### src/rtl/wm_pkg.sv
// Shared types for the washing-machine sequencer.
// The state encoding is fixed here so every user agrees on it.
package wm_pkg;

    typedef enum logic [2:0] {
        IDLE      = 3'd0,
        FILL      = 3'd1,
        DETERGENT = 3'd2,
        WASH      = 3'd3,
        DRAIN     = 3'd4,
        SPIN      = 3'd5,
        DONE      = 3'd6
    } wm_state_t;

endpackage

### src/rtl/iiitb_wm.sv
// Washing-machine sequencer: soap pass, rinse pass, spin, then a one-cycle done pulse.
// Actuator outputs are Moore-decoded from the state register only.
module iiitb_wm
    import wm_pkg::*;
(
    input  logic clk,
    input  logic reset,
    input  logic door_close,
    input  logic start,
    input  logic filled,
    input  logic detergent_added,
    input  logic cycle_timeout,
    input  logic drained,
    input  logic spin_timeout,
    output logic door_lock,
    output logic motor_on,
    output logic fill_value_on,
    output logic drain_value_on,
    output logic done,
    output logic soap_wash,
    output logic water_wash
);

    wm_state_t state_q, state_d;
    logic      soap_q, soap_d;
    logic      water_q, water_d;

    always_ff @(posedge clk) begin
        if (reset) begin
            state_q <= IDLE;
            soap_q  <= 1'b0;
            water_q <= 1'b0;
        end else begin
            state_q <= state_d;
            soap_q  <= soap_d;
            water_q <= water_d;
        end
    end

    // Only the current state's exit input is examined.
    always_comb begin
        state_d = state_q;
        soap_d  = soap_q;
        water_d = water_q;
        case (state_q)
            IDLE: begin
                if (start && door_close) state_d = FILL;
            end
            FILL: begin
                if (filled) state_d = soap_q ? WASH : DETERGENT;
            end
            DETERGENT: begin
                if (detergent_added) begin
                    state_d = WASH;
                    soap_d  = 1'b1;
                end
            end
            WASH: begin
                if (cycle_timeout) state_d = DRAIN;
            end
            DRAIN: begin
                if (drained) begin
                    if (water_q) begin
                        state_d = SPIN;
                    end else begin
                        state_d = FILL;
                        water_d = 1'b1;
                    end
                end
            end
            SPIN: begin
                if (spin_timeout) state_d = DONE;
            end
            DONE: begin
                state_d = IDLE;
                soap_d  = 1'b0;
                water_d = 1'b0;
            end
            default: begin
                state_d = IDLE;
            end
        endcase
    end

    always_comb begin
        door_lock      = 1'b0;
        motor_on       = 1'b0;
        fill_value_on  = 1'b0;
        drain_value_on = 1'b0;
        done           = 1'b0;
        case (state_q)
            FILL: begin
                door_lock     = 1'b1;
                fill_value_on = 1'b1;
            end
            DETERGENT: begin
                door_lock = 1'b1;
            end
            WASH: begin
                door_lock = 1'b1;
                motor_on  = 1'b1;
            end
            DRAIN: begin
                door_lock      = 1'b1;
                drain_value_on = 1'b1;
            end
            SPIN: begin
                door_lock      = 1'b1;
                motor_on       = 1'b1;
                drain_value_on = 1'b1;
            end
            DONE: begin
                done = 1'b1;
            end
            default: begin
            end
        endcase
    end

    assign soap_wash  = soap_q;
    assign water_wash = water_q;

endmodule

### config.mk
export PLATFORM = sky130hd
export DESIGN_NAME = iiitb_wm
export DESIGN_NICKNAME = d
export VERILOG_FILES = /design/src/rtl/wm_pkg.sv /design/src/rtl/iiitb_wm.sv
export SDC_FILE = /design/constraint.sdc
export NUM_CORES = 1
export LEC_CHECK = 0
export ABC_AREA = 1
export BUFFER_PORTS_ARGS = -buffer_cell sky130_fd_sc_hd__buf_2
export CORE_AREA = 2 2 39 41
export DETAILED_ROUTE_END_ITERATION = 8
export DIE_AREA = 0 0 41 43
export GPL_TIMING_DRIVEN = 1
export PLACE_DENSITY = 0.53
export SLEW_MARGIN = 15
export SYNTH_ARGS = -nofsm -noshare
export SYNTH_HDL_FRONTEND = slang
export SYNTH_SLANG_ARGS = --single-unit
### constraint.sdc
create_clock -name clk -period 2.8 [get_ports clk]
set_input_delay 0.14 -clock clk [delete_from_list [all_inputs] [get_ports clk]]
set_output_delay 0.14 -clock clk [all_outputs]
set_load 0.005 [all_outputs]
==> results of run 1 <==
==> per-stage QoR <==
step                instance area [µm²]  setup slack (ns)
floorplan                           399              1.69
global placement                    475              1.55
detailed placement                  475              1.56
CTS                                 503              1.48
global route                        503              1.39
finish                              503              1.49
==> kinds of logic after synthesis <==
| group | after synthesis | share of synthesized area (%) |
|---|---|---|
| AND/OR/NAND/NOR | 45 | 51.7 |
| buffers and inverters | 15 | 16.9 |
| flip-flops | 5 | 25.1 |
| AO/OA/AOI/OAI | 5 | 6.27 |
==> final timing paths <==
path	startpoint	end	slack, ns	cells after the start
worst max-delay path	state_q[0]	motor_on	1.49	5
worst min-delay path	reset	water_wash	0.07	2
worst max register to register	state_q[0]	state_q[2]	1.55	9
worst min register to register	soap_wash	soap_wash	0.47	2
==> flip-flops by register name (all words and copies together), names as in the netlist <==
register / cells
state_q: 3
water_wash: 1
soap_wash: 1
==> per-layer routing <==
| layer | track usage [%] | vias up | wire length, µm |
|---|---|---|---|
| li1 | - | 241 | - |
| met2 | 18.1 | 7 | 426 |
| met1 | 13.5 | 189 | 391 |
| met4 | 6.00 | 0 | 0 |
| met3 | 3.14 | 0 | 36 |
| met5 | 0 | - | 0 |
==> cell usage in the layout, fill, tap and decap left out <==
master,netlist,final
sky130_fd_sc_hd__o21ai_0,2,2
sky130_fd_sc_hd__nor2_2,4,4
sky130_fd_sc_hd__clkinv_2,0,1
sky130_fd_sc_hd__nor2_4,1,1
sky130_fd_sc_hd__clkbuf_4,0,3
sky130_fd_sc_hd__buf_2,0,15
sky130_fd_sc_hd__nand2_2,2,2
sky130_fd_sc_hd__nand2_4,1,1
sky130_fd_sc_hd__inv_1,9,9
sky130_fd_sc_hd__dfxtp_1,5,5
sky130_fd_sc_hd__nand2_1,22,22
sky130_fd_sc_hd__nor2_1,9,9
sky130_fd_sc_hd__inv_2,4,4
sky130_fd_sc_hd__a21oi_1,3,3
sky130_fd_sc_hd__nor3_1,1,1
sky130_fd_sc_hd__nand3_1,5,5
==> power by group <==
| part | switching (mW) | total (mW) | internal (mW) |
|---|---|---|---|
| Clock | 0.0317 | 0.0835 | 0.0518 |
| Sequential | 0.0357 | 0.129 | 0.0930 |
| Combinational | 0.147 | 0.245 | 0.0977 |
| Total | 0.214 | 0.457 | 0.243 |
==> layout make-up <==
| class | count | area share (%) |
|---|---|---|
| tap | 16 | 3.98 |
| inverter | 13 | 9.70 |
| sequential | 5 | 19.9 |
| clock inverter | 1 | 0.995 |
| timing repair buffer | 15 | 14.9 |
| clock buffer | 3 | 4.48 |
| multi-input combinational | 50 | 46.0 |
==> synthesized netlist by cell type (all sizes together) <==
cell | instances | area, µm²
nand2 | 25 | 106
a21oi | 3 | 15.0
nor3 | 1 | 5.00
nand3 | 5 | 25.0
inv | 13 | 48.8
o21ai | 2 | 10.0
dfxtp | 5 | 100
buf | 2 | 18.8
nor2 | 14 | 70.1
==> flow_summary.html, run 1 <==
<table>
<tr><th>Metric</th><th>Value</th></tr>
<tr><th colspan="2">Status</th></tr>
<tr><td>Run status</td><td>finished clean</td></tr>
<tr><th colspan="2">Critical path</th></tr>
<tr><td>Element type at the critical path end</td><td>output pin</td></tr>
<tr><td>Top Family by Delay on Critical Path</td><td>flip-flops</td></tr>
<tr><td>Critical path cell sequence</td><td>inv_2 &gt; nor2_1 &gt; nand2_1 &gt; nand2_1 &gt; buf_2</td></tr>
<tr><td>Data arrival time of the critical path</td><td>~1.2 ns</td></tr>
<tr><td>Biggest cell delay along the critical path</td><td>around 0.46 ns</td></tr>
<tr><td>Critical-path top delay cell</td><td>sky130_fd_sc_hd__dfxtp_1</td></tr>
<tr><td>Required time of the worst setup path</td><td>around 2.7 ns</td></tr>
<tr><td>Kind of critical path</td><td>flop to output pin</td></tr>
<tr><td>Buffers plus inverters on the worst setup path</td><td>2</td></tr>
<tr><td>Worst Setup Start Kind</td><td>flop</td></tr>
<tr><td>Max FO, Critical Path</td><td>7</td></tr>
<tr><td>CP dominant cell by count</td><td>sky130_fd_sc_hd__nand2_1</td></tr>
<tr><th colspan="2">Clocking</th></tr>
<tr><td>Bufs on Longest Clock Path</td><td>2</td></tr>
<tr><td>TritonCTS buffer count</td><td>3</td></tr>
<tr><td>Count of H-tree levels built during CTS</td><td>1</td></tr>
<tr><td>Number of hold buffers added after cts</td><td>0</td></tr>
<tr><td>Gates resized, CTS repair</td><td>0</td></tr>
<tr><td>CTS tree</td><td>yes</td></tr>
<tr><td>Clk sinks</td><td>5</td></tr>
<tr><td>Clock transition at the register clock pins on the worst setup and hold paths after CTS</td><td>~0.050 ns</td></tr>
<tr><td>Number of setup buffers added after CTS</td><td>0</td></tr>
<tr><td>Worst-skew pair later-pin latency</td><td>roughly 0.25 ns</td></tr>
<tr><td>Buffer type at the clock tree root</td><td>sky130_fd_sc_hd__clkbuf_4</td></tr>
<tr><th colspan="2">Yosys</th></tr>
<tr><td>Average footprint of a synthesized cell</td><td>between 5 and 6 µm²</td></tr>
<tr><td>Cell area after technology mapping</td><td>roughly 400 µm²</td></tr>
<tr><td>Proportion of synthesized chip area in sequential cells</td><td>between 20% and 30%</td></tr>
<tr><td>Number of distinct library cells after synthesis</td><td>15</td></tr>
<tr><td>Synthesized netlist cell count</td><td>70</td></tr>
<tr><td>Flops &amp; latches, synth</td><td>5</td></tr>
<tr><td>Number of synthesis warnings</td><td>0</td></tr>
<tr><td>Syn nets</td><td>79</td></tr>
<tr><th colspan="2">STA</th></tr>
<tr><td>Clock skew</td><td>0.00915 ns</td></tr>
<tr><td>Transition time at the pin with the least slew margin</td><td>~0.32 ns</td></tr>
<tr><td>Final-report max-slew violation count</td><td>0</td></tr>
<tr><td>Setup-violating endpoint count in the final report</td><td>0</td></tr>
<tr><td>Total count of hold-check failures in the final report</td><td>0</td></tr>
<tr><td>Worst Hold Slack</td><td>around 0.074 ns</td></tr>
<tr><td>Post-route minimum period</td><td>roughly 1.3 ns</td></tr>
<tr><td>Rel. slew slack</td><td>78.8%</td></tr>
<tr><td>Final period util</td><td>46.9%</td></tr>
<tr><td>Setup tns final</td><td>0 ns</td></tr>
<tr><td>Unrepaired setup endpoints after global routing</td><td>false</td></tr>
<tr><td>Highest clock rate</td><td>between 700 and 800 MHz</td></tr>
<tr><th colspan="2">Worst hold path</th></tr>
<tr><td>Path category of the worst min-delay check</td><td>primary input to flop</td></tr>
<tr><th colspan="2">Layout</th></tr>
<tr><td>Non-filler instance count after layout</td><td>slightly above 100</td></tr>
<tr><td>Diode count</td><td>0</td></tr>
<tr><td>Area occupied by multi-input gates</td><td>231 µm²</td></tr>
<tr><td>Fillers</td><td>159</td></tr>
<tr><td>Register Area</td><td>approximately 100 µm²</td></tr>
<tr><td>Layout net count</td><td>97</td></tr>
<tr><td>Fraction of layout cells with a size suffix above 1</td><td>35.6%</td></tr>
<tr><td>Share of the core filled with cells in the final layout</td><td>36.3%</td></tr>
<tr><td>Area overhead of the layout relative to synthesis</td><td>26.0%</td></tr>
<tr><th colspan="2">Global routing</th></tr>
<tr><td>Aggregate global routing overflow</td><td>0</td></tr>
<tr><td>Global-route wire length before repair</td><td>1380 µm</td></tr>
<tr><td>GRT Resource Usage Total</td><td>around 12%</td></tr>
<tr><td>Vias in the first global route</td><td>373</td></tr>
<tr><td>Number of antenna violations at the first check in global routing</td><td>0</td></tr>
<tr><td>Maximum number of pins on one net before global-route repair</td><td>10</td></tr>
<tr><th colspan="2">Detailed routing</th></tr>
<tr><td>Drc violations</td><td>0</td></tr>
<tr><td>Wire length reported by the detailed router</td><td>approximately 860 µm</td></tr>
<tr><td>Detail-routed via count per cell</td><td>approximately 4.2</td></tr>
<tr><td>WL per Instance</td><td>8.30 µm</td></tr>
<tr><td>Antenna-violating nets left</td><td>0</td></tr>
<tr><td>Initial DRC Count</td><td>4</td></tr>
<tr><td>Total via count in the routed design</td><td>between 400 and 500</td></tr>
<tr><td>Count of TritonRoute iterations in the first routing pass</td><td>2</td></tr>
<tr><th colspan="2">Die</th></tr>
<tr><td>Die boundary height</td><td>between 40 and 50 µm</td></tr>
<tr><td>DIE WIDTH</td><td>between 40 and 50 µm</td></tr>
<tr><td>Number of core rows</td><td>14</td></tr>
<tr><td>Die ar.</td><td>~1800 µm²</td></tr>
<tr><td>Initial core utilization</td><td>between 20% and 30%</td></tr>
<tr><td>Area inside the core boundary</td><td>around 1400 µm²</td></tr>
<tr><td>Number of primary I/O pins</td><td>16</td></tr>
<tr><th colspan="2">Placement</th></tr>
<tr><td>Final HPWL DP</td><td>between 700 and 800 µm</td></tr>
<tr><td>Number of input and output port buffers inserted</td><td>15</td></tr>
<tr><td>Final weighted congestion in routability-driven placement</td><td>just under 0.8</td></tr>
<tr><td>Post-Place Cells</td><td>99</td></tr>
<tr><th colspan="2">Power</th></tr>
<tr><td>PnR Total Power</td><td>about 0.46 mW</td></tr>
<tr><td>Peak VDD IR</td><td>0.378 mV</td></tr>
<tr><td>Static leakage</td><td>0.294 nW</td></tr>
<tr><td>Power Dens Cells</td><td>between 900 and 1000 nW/µm²</td></tr>
<tr><th colspan="2">Run</th></tr>
<tr><td>Max-cap violations</td><td>0</td></tr>
</table>
Power figures use the tool's default switching activity.
==> run 2: changes to the inputs <==
Settings changed: PLACE_DENSITY 0.53 to 0.55.
Clock period 2.8 ns to 1.1 ns, I/O delays scaled along.
==> flow_summary.html, run 2 (same netlist as run 1, synthesis figures left out) <==
<table>
<tr><th>Metric</th><th>Value</th></tr>
<tr><th colspan="2">Detailed routing</th></tr>
<tr><td>Initial DRC Count</td><td>7 (was 4)</td></tr>
<tr><td>Wire length reported by the detailed router</td><td>1180 µm (was 855 µm)</td></tr>
<tr><td>Total via count in the routed design</td><td>518 (was 437)</td></tr>
<tr><td>WL per Instance</td><td>9.96 µm (was 8.30 µm)</td></tr>
<tr><td>Drc violations</td><td>0 (unchanged)</td></tr>
<tr><td>Count of TritonRoute iterations in the first routing pass</td><td>4 (was 2)</td></tr>
<tr><td>Antenna-violating nets left</td><td>0 (unchanged)</td></tr>
<tr><td>Detail-routed via count per cell</td><td>4.39 (was 4.24)</td></tr>
<tr><th colspan="2">Placement</th></tr>
<tr><td>Post-Place Cells</td><td>109 (was 99)</td></tr>
<tr><td>Area after DPL</td><td>556 µm² (was 475 µm²)</td></tr>
<tr><td>Final weighted congestion in routability-driven placement</td><td>0.796 (was 0.773)</td></tr>
<tr><td>Final HPWL DP</td><td>794 µm (was 709 µm)</td></tr>
<tr><td>Number of input and output port buffers inserted</td><td>15 (unchanged)</td></tr>
<tr><td>Setup slack at placement</td><td>-0.143 ns (was 1.56 ns)</td></tr>
<tr><th colspan="2">Critical path</th></tr>
<tr><td>Max FO, Critical Path</td><td>7 (unchanged)</td></tr>
<tr><td>Element type at the critical path end</td><td>output pin (unchanged)</td></tr>
<tr><td>Kind of critical path</td><td>flop to output pin (unchanged)</td></tr>
<tr><td>Required time of the worst setup path</td><td>1.04 ns (was 2.66 ns)</td></tr>
<tr><td>Capture instance of the worst register-to-register path</td><td>state_q[0] (was state_q[2])</td></tr>
<tr><td>Worst flop-to-flop path startpoint</td><td>state_q[0] (unchanged)</td></tr>
<tr><td>Register-to-Register Setup Slack</td><td>-0.06 ns (was 1.55 ns)</td></tr>
<tr><td>Data arrival time of the critical path</td><td>1.11 ns (was 1.17 ns)</td></tr>
<tr><td>Register-to-Register Path Depth</td><td>10 (was 9)</td></tr>
<tr><td>Worst Setup Start Kind</td><td>flop (unchanged)</td></tr>
<tr><th colspan="2">STA</th></tr>
<tr><td>Total count of hold-check failures in the final report</td><td>0 (unchanged)</td></tr>
<tr><td>PnR worst setup slack</td><td>-0.0633 ns (was 1.49 ns)</td></tr>
<tr><td>Rel. slew slack</td><td>84.4% (was 78.8%)</td></tr>
<tr><td>Highest clock rate</td><td>approximately 860 MHz</td></tr>
<tr><td>Transition time at the pin with the least slew margin</td><td>0.231 ns (was 0.318 ns)</td></tr>
<tr><td>Post-route minimum period</td><td>approximately 1.2 ns</td></tr>
<tr><td>Final period util</td><td>106%</td></tr>
<tr><td>Final-report max-slew violation count</td><td>0 (unchanged)</td></tr>
<tr><td>Worst Hold Slack</td><td>0.0698 ns (was 0.0744 ns)</td></tr>
<tr><td>Unrepaired setup endpoints after global routing</td><td>true (was false)</td></tr>
<tr><td>Setup-violating endpoint count in the final report</td><td>6 (was 0)</td></tr>
<tr><td>Clock skew</td><td>0.00388 ns (was 0.00915 ns)</td></tr>
<tr><th colspan="2">Worst hold path</th></tr>
<tr><td>Path category of the worst min-delay check</td><td>primary input to flop (unchanged)</td></tr>
<tr><td>WHS Endpoint</td><td>water_wash (unchanged)</td></tr>
<tr><td>Min-delay src</td><td>drained (was reset)</td></tr>
<tr><td>Worst hold path cell count</td><td>3 (was 2)</td></tr>
<tr><th colspan="2">Global routing</th></tr>
<tr><td>GR Util met2</td><td>21.9% (was 18.1%)</td></tr>
<tr><td>Global-route wire length before repair</td><td>1670 µm (was 1380 µm)</td></tr>
<tr><td>Number of antenna violations at the first check in global routing</td><td>0 (unchanged)</td></tr>
<tr><td>Vias in the first global route</td><td>434 (was 373)</td></tr>
<tr><td>Global-route track usage on met3</td><td>3.14% (unchanged)</td></tr>
<tr><td>GRT Resource Usage Total</td><td>14.4% (was 11.5%)</td></tr>
<tr><td>Met1 layer usage reported by global route</td><td>17.7% (was 13.5%)</td></tr>
<tr><td>Grt peak-use layer</td><td>met2 (unchanged)</td></tr>
<tr><td>Aggregate global routing overflow</td><td>0 (unchanged)</td></tr>
<tr><td>Maximum number of pins on one net before global-route repair</td><td>8 (was 10)</td></tr>
<tr><th colspan="2">Run</th></tr>
<tr><td>Max-cap violations</td><td>0 (unchanged)</td></tr>
<tr><th colspan="2">Layout</th></tr>
<tr><td>Fraction of layout cells with a size suffix above 1</td><td>60.8% (was 35.6%)</td></tr>
<tr><td>Fillers</td><td>144 (was 159)</td></tr>
<tr><td>Max FFs per register</td><td>3 (unchanged)</td></tr>
<tr><td>Commonest non-fill, non-tap cells in the layout</td><td>sky130_fd_sc_hd__nand2_1 (18), sky130_fd_sc_hd__buf_2 (15), sky130_fd_sc_hd__buf_4 (13), sky130_fd_sc_hd__nor2_2 (10), sky130_fd_sc_hd__inv_1 (7) (was sky130_fd_sc_hd__nand2_1 (22), sky130_fd_sc_hd__buf_2 (15), sky130_fd_sc_hd__nor2_1 (9), sky130_fd_sc_hd__inv_1 (9))</td></tr>
<tr><td>Diode count</td><td>0 (unchanged)</td></tr>
<tr><td>Area occupied by multi-input gates</td><td>280 µm² (was 231 µm²)</td></tr>
<tr><td>Register name with the most flops</td><td>state_q (unchanged)</td></tr>
<tr><td>Area overhead of the layout relative to synthesis</td><td>72.4% (was 26.0%)</td></tr>
<tr><td>Layout net count</td><td>112 (was 97)</td></tr>
<tr><td>Final Cell Area</td><td>688 µm² (was 503 µm²)</td></tr>
<tr><td>Register Area</td><td>111 µm² (was 100 µm²)</td></tr>
<tr><td>Non-filler instance count after layout</td><td>118 (was 103)</td></tr>
<tr><td>Most frequent standard cell in the layout excluding fill and tap cells</td><td>sky130_fd_sc_hd__nand2_1 (unchanged)</td></tr>
<tr><th colspan="2">Status</th></tr>
<tr><td>Run status</td><td>finished with violations (was finished clean)</td></tr>
<tr><td>Violations in the final reports</td><td>negative setup slack</td></tr>
<tr><th colspan="2">Clocking</th></tr>
<tr><td>TritonCTS buffer count</td><td>3 (unchanged)</td></tr>
<tr><td>Worst-skew pair later-pin latency</td><td>0.25 ns (about the same)</td></tr>
<tr><td>Count of H-tree levels built during CTS</td><td>1 (unchanged)</td></tr>
<tr><td>Buffer type at the clock tree root</td><td>sky130_fd_sc_hd__clkbuf_4 (unchanged)</td></tr>
<tr><td>Clk sinks</td><td>5 (unchanged)</td></tr>
<tr><td>Clock transition at the register clock pins on the worst setup and hold paths after CTS</td><td>0.05 ns (about the same)</td></tr>
<tr><td>Bufs on Longest Clock Path</td><td>2 (unchanged)</td></tr>
<tr><td>CTS tree</td><td>yes (unchanged)</td></tr>
<tr><th colspan="2">Die</th></tr>
<tr><td>Die boundary height</td><td>43 µm (unchanged)</td></tr>
<tr><td>Initial core utilization</td><td>28.8% (unchanged)</td></tr>
<tr><td>Number of core rows</td><td>14 (unchanged)</td></tr>
<tr><td>Area inside the core boundary</td><td>1380 µm² (unchanged)</td></tr>
<tr><td>DIE WIDTH</td><td>41 µm (unchanged)</td></tr>
<tr><td>Die ar.</td><td>1760 µm² (unchanged)</td></tr>
<tr><td>Number of primary I/O pins</td><td>16 (unchanged)</td></tr>
<tr><th colspan="2">Power</th></tr>
<tr><td>Power spent charging and discharging nets</td><td>0.724 mW (was 0.214 mW)</td></tr>
<tr><td>Switching Fraction</td><td>44.7% (was 46.9%)</td></tr>
<tr><td>Static leakage</td><td>0.378 nW (was 0.294 nW)</td></tr>
<tr><td>Share of power burned in combinational logic</td><td>63.0% (was 53.5%)</td></tr>
<tr><td>Peak VDD IR</td><td>1.07 mV (was 0.378 mV)</td></tr>
<tr><td>Power share of the clock group</td><td>13.5% (was 18.3%)</td></tr>
<tr><td>Part of the total power dissipated in sequential elements</td><td>23.5% (was 28.2%)</td></tr>
<tr><td>Total internal power</td><td>0.894 mW (was 0.243 mW)</td></tr>
<tr><td>Power Dens Cells</td><td>2350 nW/µm² (was 908 nW/µm²)</td></tr>
</table>
-- run 2: through the flow --
step                power [mW]  utilization (%)  setup TNS, ns
finish                    1.62             49.7         -0.301
global route              1.75             49.7         -0.753
CTS                       1.45             45.7         -0.258
detailed placement        1.13             40.1         -0.430
global placement          1.14             40.1         -0.477
floorplan                0.847                -       -0.00252
-- run 2: critical path: stages, from the launching register on --
cell	delay, ns
sky130_fd_sc_hd__dfxtp_4	0.38
sky130_fd_sc_hd__buf_6	0.13
sky130_fd_sc_hd__nand2_4	0.08
sky130_fd_sc_hd__inv_4	0.04
sky130_fd_sc_hd__a21oi_2	0.10
sky130_fd_sc_hd__buf_2	0.12
-- run 2: per-layer routing --
metal / vias to the layer above / share of wire, % / routed length, µm
li1: 272 / - / -
met5: - / 0 / 0
met2: 15 / 51 / 595
met4: 0 / 1.5 / 18
met1: 229 / 42 / 494
met3: 2 / 5.7 / 67
-- run 2: cell type report --
class | count | area share (%)
multi-input combinational | 50 | 40.7
timing repair buffer | 30 | 28.2
sequential | 5 | 16.2
inverter | 13 | 8.18
clock buffer | 4 | 3.82
tap | 16 | 2.91
-- run 2: power by group through the flow --
stage	combinational [mW]	sequential (mW)	clock, mW
floorplan	0.566	0.281	0
global placement	0.807	0.331	0
detailed placement	0.800	0.332	0
CTS	0.862	0.354	0.228
global route	1.13	0.387	0.238
finish	1.02	0.380	0.219
-- run 2: worst max path at each step --
stage / from / end / slack [ns] / cells after the start
after floorplan: state_q[1] / state_q[0] / -0.0008 / 11
after global placement: state_q[1] / state_q[2] / -0.14 / 7
after detailed placement: state_q[1] / state_q[0] / -0.14 / 9
after CTS: state_q[2] / state_q[1] / -0.06 / 7
after global routing: state_q[0] / state_q[2] / -0.15 / 10
final: state_q[1] / door_lock / -0.06 / 5
-- run 2: timing repair --
| action | in CTS | in global routing |
|---|---|---|
| resized for setup | 15 | 13 |
| buffers inserted | 2 | 2 |
| setup endpoints to repair | 10 | 7 |
| hold endpoints to repair | 2 | 0 |
| hold buffers | 1 | 0 |
| pin swaps | 2 | 7 |
==> run 3: changes to the inputs <==
Settings changed: CAP_MARGIN set to 20, HOLD_SLACK_MARGIN set to 0.12.
==> flow_summary.html, run 3 (same netlist as run 1, synthesis figures left out) <==
<table>
<tr><th>Metric</th><th>Value</th></tr>
<tr><th colspan="2">Global routing</th></tr>
<tr><td>Global-route wire length before repair</td><td>1700 µm (was 1670 µm)</td></tr>
<tr><td>Aggregate global routing overflow</td><td>0 (unchanged)</td></tr>
<tr><td>GRT Resource Usage Total</td><td>14.7% (was 14.4%)</td></tr>
<tr><td>Vias in the first global route</td><td>441 (was 434)</td></tr>
<tr><td>Maximum number of pins on one net before global-route repair</td><td>8 (unchanged)</td></tr>
<tr><td>Number of antenna violations at the first check in global routing</td><td>0 (unchanged)</td></tr>
<tr><th colspan="2">Detailed routing</th></tr>
<tr><td>Detail-routed via count per cell</td><td>4.30 (was 4.39)</td></tr>
<tr><td>Antenna-violating nets left</td><td>0 (unchanged)</td></tr>
<tr><td>WL per Instance</td><td>10.0 µm (was 9.96 µm)</td></tr>
<tr><td>Wire length reported by the detailed router</td><td>1210 µm (was 1180 µm)</td></tr>
<tr><td>Count of TritonRoute iterations in the first routing pass</td><td>4 (unchanged)</td></tr>
<tr><td>Initial DRC Count</td><td>10 (was 7)</td></tr>
<tr><td>Total via count in the routed design</td><td>516 (was 518)</td></tr>
<tr><td>Drc violations</td><td>0 (unchanged)</td></tr>
<tr><th colspan="2">Clocking</th></tr>
<tr><td>Buffer type at the clock tree root</td><td>sky130_fd_sc_hd__clkbuf_4 (unchanged)</td></tr>
<tr><td>CTS tree</td><td>yes (unchanged)</td></tr>
<tr><td>Bufs on Longest Clock Path</td><td>2 (unchanged)</td></tr>
<tr><td>Clock transition at the register clock pins on the worst setup and hold paths after CTS</td><td>0.05 ns (about the same)</td></tr>
<tr><td>Count of H-tree levels built during CTS</td><td>1 (unchanged)</td></tr>
<tr><td>TritonCTS buffer count</td><td>3 (unchanged)</td></tr>
<tr><td>Clk sinks</td><td>5 (unchanged)</td></tr>
<tr><td>Worst-skew pair later-pin latency</td><td>0.25 ns (about the same)</td></tr>
<tr><th colspan="2">Power</th></tr>
<tr><td>Static leakage</td><td>0.386 nW (was 0.378 nW)</td></tr>
<tr><td>PnR Total Power</td><td>1.62 mW (about the same)</td></tr>
<tr><td>Power Dens Cells</td><td>2290 nW/µm² (was 2350 nW/µm²)</td></tr>
<tr><td>Peak VDD IR</td><td>1.07 mV (about the same)</td></tr>
<tr><th colspan="2">Layout</th></tr>
<tr><td>Fraction of layout cells with a size suffix above 1</td><td>59.6% (was 60.8%)</td></tr>
<tr><td>Most frequent standard cell in the layout excluding fill and tap cells</td><td>sky130_fd_sc_hd__nand2_1 (unchanged)</td></tr>
<tr><td>Non-filler instance count after layout</td><td>120 (was 118)</td></tr>
<tr><td>Max FFs per register</td><td>3 (unchanged)</td></tr>
<tr><td>Area overhead of the layout relative to synthesis</td><td>77.4% (was 72.4%)</td></tr>
<tr><td>Commonest non-fill, non-tap cells in the layout</td><td>sky130_fd_sc_hd__nand2_1 (18), sky130_fd_sc_hd__buf_2 (15), sky130_fd_sc_hd__buf_4 (13), sky130_fd_sc_hd__nor2_2 (10), sky130_fd_sc_hd__inv_1 (7) (unchanged)</td></tr>
<tr><td>Register name with the most flops</td><td>state_q (unchanged)</td></tr>
<tr><td>Fillers</td><td>141 (was 144)</td></tr>
<tr><td>Diode count</td><td>0 (unchanged)</td></tr>
<tr><td>Final Cell Area</td><td>708 µm² (was 688 µm²)</td></tr>
<tr><td>Layout net count</td><td>114 (was 112)</td></tr>
<tr><th colspan="2">Run</th></tr>
<tr><td>Max-cap violations</td><td>0 (unchanged)</td></tr>
<tr><th colspan="2">Critical path</th></tr>
<tr><td>Max FO, Critical Path</td><td>7 (unchanged)</td></tr>
<tr><td>Worst Setup Start Kind</td><td>flop (unchanged)</td></tr>
<tr><td>Data arrival time of the critical path</td><td>1.12 ns (was 1.11 ns)</td></tr>
<tr><td>Kind of critical path</td><td>flop to output pin (unchanged)</td></tr>
<tr><td>Required time of the worst setup path</td><td>1.04 ns (about the same)</td></tr>
<tr><td>Element type at the critical path end</td><td>output pin (unchanged)</td></tr>
<tr><td>Register-to-Register Setup Slack</td><td>-0.05 ns (was -0.06 ns)</td></tr>
<tr><th colspan="2">STA</th></tr>
<tr><td>Highest clock rate</td><td>855 MHz (was 860 MHz)</td></tr>
<tr><td>Rel. slew slack</td><td>84.2% (was 84.4%)</td></tr>
<tr><td>Transition time at the pin with the least slew margin</td><td>0.235 ns (was 0.231 ns)</td></tr>
<tr><td>Total count of hold-check failures in the final report</td><td>0 (unchanged)</td></tr>
<tr><td>PnR worst setup slack</td><td>-0.0702 ns (was -0.0633 ns)</td></tr>
<tr><td>Final-report max-slew violation count</td><td>0 (unchanged)</td></tr>
<tr><td>Unrepaired setup endpoints after global routing</td><td>true (unchanged)</td></tr>
<tr><td>Final period util</td><td>106% (about the same)</td></tr>
<tr><td>Clock skew</td><td>0.00294 ns (was 0.00388 ns)</td></tr>
<tr><td>Post-route minimum period</td><td>1.17 ns (was 1.16 ns)</td></tr>
<tr><td>Setup-violating endpoint count in the final report</td><td>6 (unchanged)</td></tr>
<tr><th colspan="2">Placement</th></tr>
<tr><td>Final weighted congestion in routability-driven placement</td><td>0.796 (unchanged)</td></tr>
<tr><td>Area after DPL</td><td>556 µm² (unchanged)</td></tr>
<tr><td>Number of input and output port buffers inserted</td><td>15 (unchanged)</td></tr>
<tr><td>Final HPWL DP</td><td>794 µm (unchanged)</td></tr>
<tr><td>Post-Place Cells</td><td>109 (unchanged)</td></tr>
<tr><th colspan="2">Die</th></tr>
<tr><td>Die boundary height</td><td>43 µm (unchanged)</td></tr>
<tr><td>DIE WIDTH</td><td>41 µm (unchanged)</td></tr>
<tr><td>Initial core utilization</td><td>28.8% (unchanged)</td></tr>
<tr><td>Area inside the core boundary</td><td>1380 µm² (unchanged)</td></tr>
<tr><td>Number of core rows</td><td>14 (unchanged)</td></tr>
<tr><td>Die ar.</td><td>1760 µm² (unchanged)</td></tr>
<tr><td>Number of primary I/O pins</td><td>16 (unchanged)</td></tr>
<tr><th colspan="2">Status</th></tr>
<tr><td>Violations in the final reports</td><td>negative setup slack (unchanged)</td></tr>
<tr><td>Run status</td><td>finished with violations (unchanged)</td></tr>
<tr><th colspan="2">Worst hold path</th></tr>
<tr><td>Path category of the worst min-delay check</td><td>primary input to flop (unchanged)</td></tr>
</table>
## run 3: changes by cell type in the layout (fill, tap and decap cells not counted), sizes merged
cell | previous run | this run
dlygate4sd3 | 1 | 3
## run 3: path summary, 6_finish.rpt
kind	startpoint	to	cells past startpoint
max	state_q[1]	door_lock	5
min	filled	state_q[0]	8
max reg2reg	state_q[0]	state_q[0]	10
min reg2reg	water_wash	water_wash	2
## run 3: layout make-up
class	count	area, µm²	share of cell area [%]
multi-input cells	50	280	39.6
inverters	13	56.3	7.95
flip-flops and latches	5	111	15.7
clock buffers	4	26.3	3.71
repair buffers	32	214	30.2
well taps	16	20.0	2.83
## run 3: power by group
part | switching [mW] | leakage (nW) | internal (mW)
registers | 0.119 | 0.0430 | 0.260
logic | 0.523 | 0.328 | 0.501
clock network | 0.0804 | 0.0150 | 0.137
total | 0.723 | 0.386 | 0.899
## run 3: timing repair
action                                  in CTS  in global routing
pin swaps                                    2                  7
hold buffers                                 3                  0
hold endpoints to repair                     5                  0
resized for setup                           15                 13
setup buffers                                2                  2
endpoints found under the setup margin      10                  7
## run 3: per-stage QoR
stage | util, % | setup WS, ns | hold WS, ns | TNS [ns]
finish | 51.2 | -0.0702 | 0.330 | -0.279
global route | 51.2 | -0.148 | 0.390 | -0.745
CTS | 47.1 | -0.0562 | 0.322 | -0.258
detailed placement | 40.1 | -0.143 | 0.250 | -0.430
global placement | 40.1 | -0.141 | 0.249 | -0.477
floorplan | - | -0.000849 | 0.124 | -0.00252
## run 3: metal layers
metal / wire, µm / vias to the layer above / global-route usage (%)
met4: 18 / 0 / 8.00
met1: 505 / 221 / 17.1
met3: 63 / 2 / 3.14
met5: 0 / - / 0
li1: - / 276 / -
met2: 618 / 17 / 23.4
## run 3: critical path, cell delays in order, from the launching register on
cell and delay, ns:
sky130_fd_sc_hd__dfxtp_4 0.38, sky130_fd_sc_hd__buf_6 0.13, sky130_fd_sc_hd__nand2_4 0.08, sky130_fd_sc_hd__inv_4 0.04, sky130_fd_sc_hd__a21oi_2 0.11, sky130_fd_sc_hd__buf_2 0.13
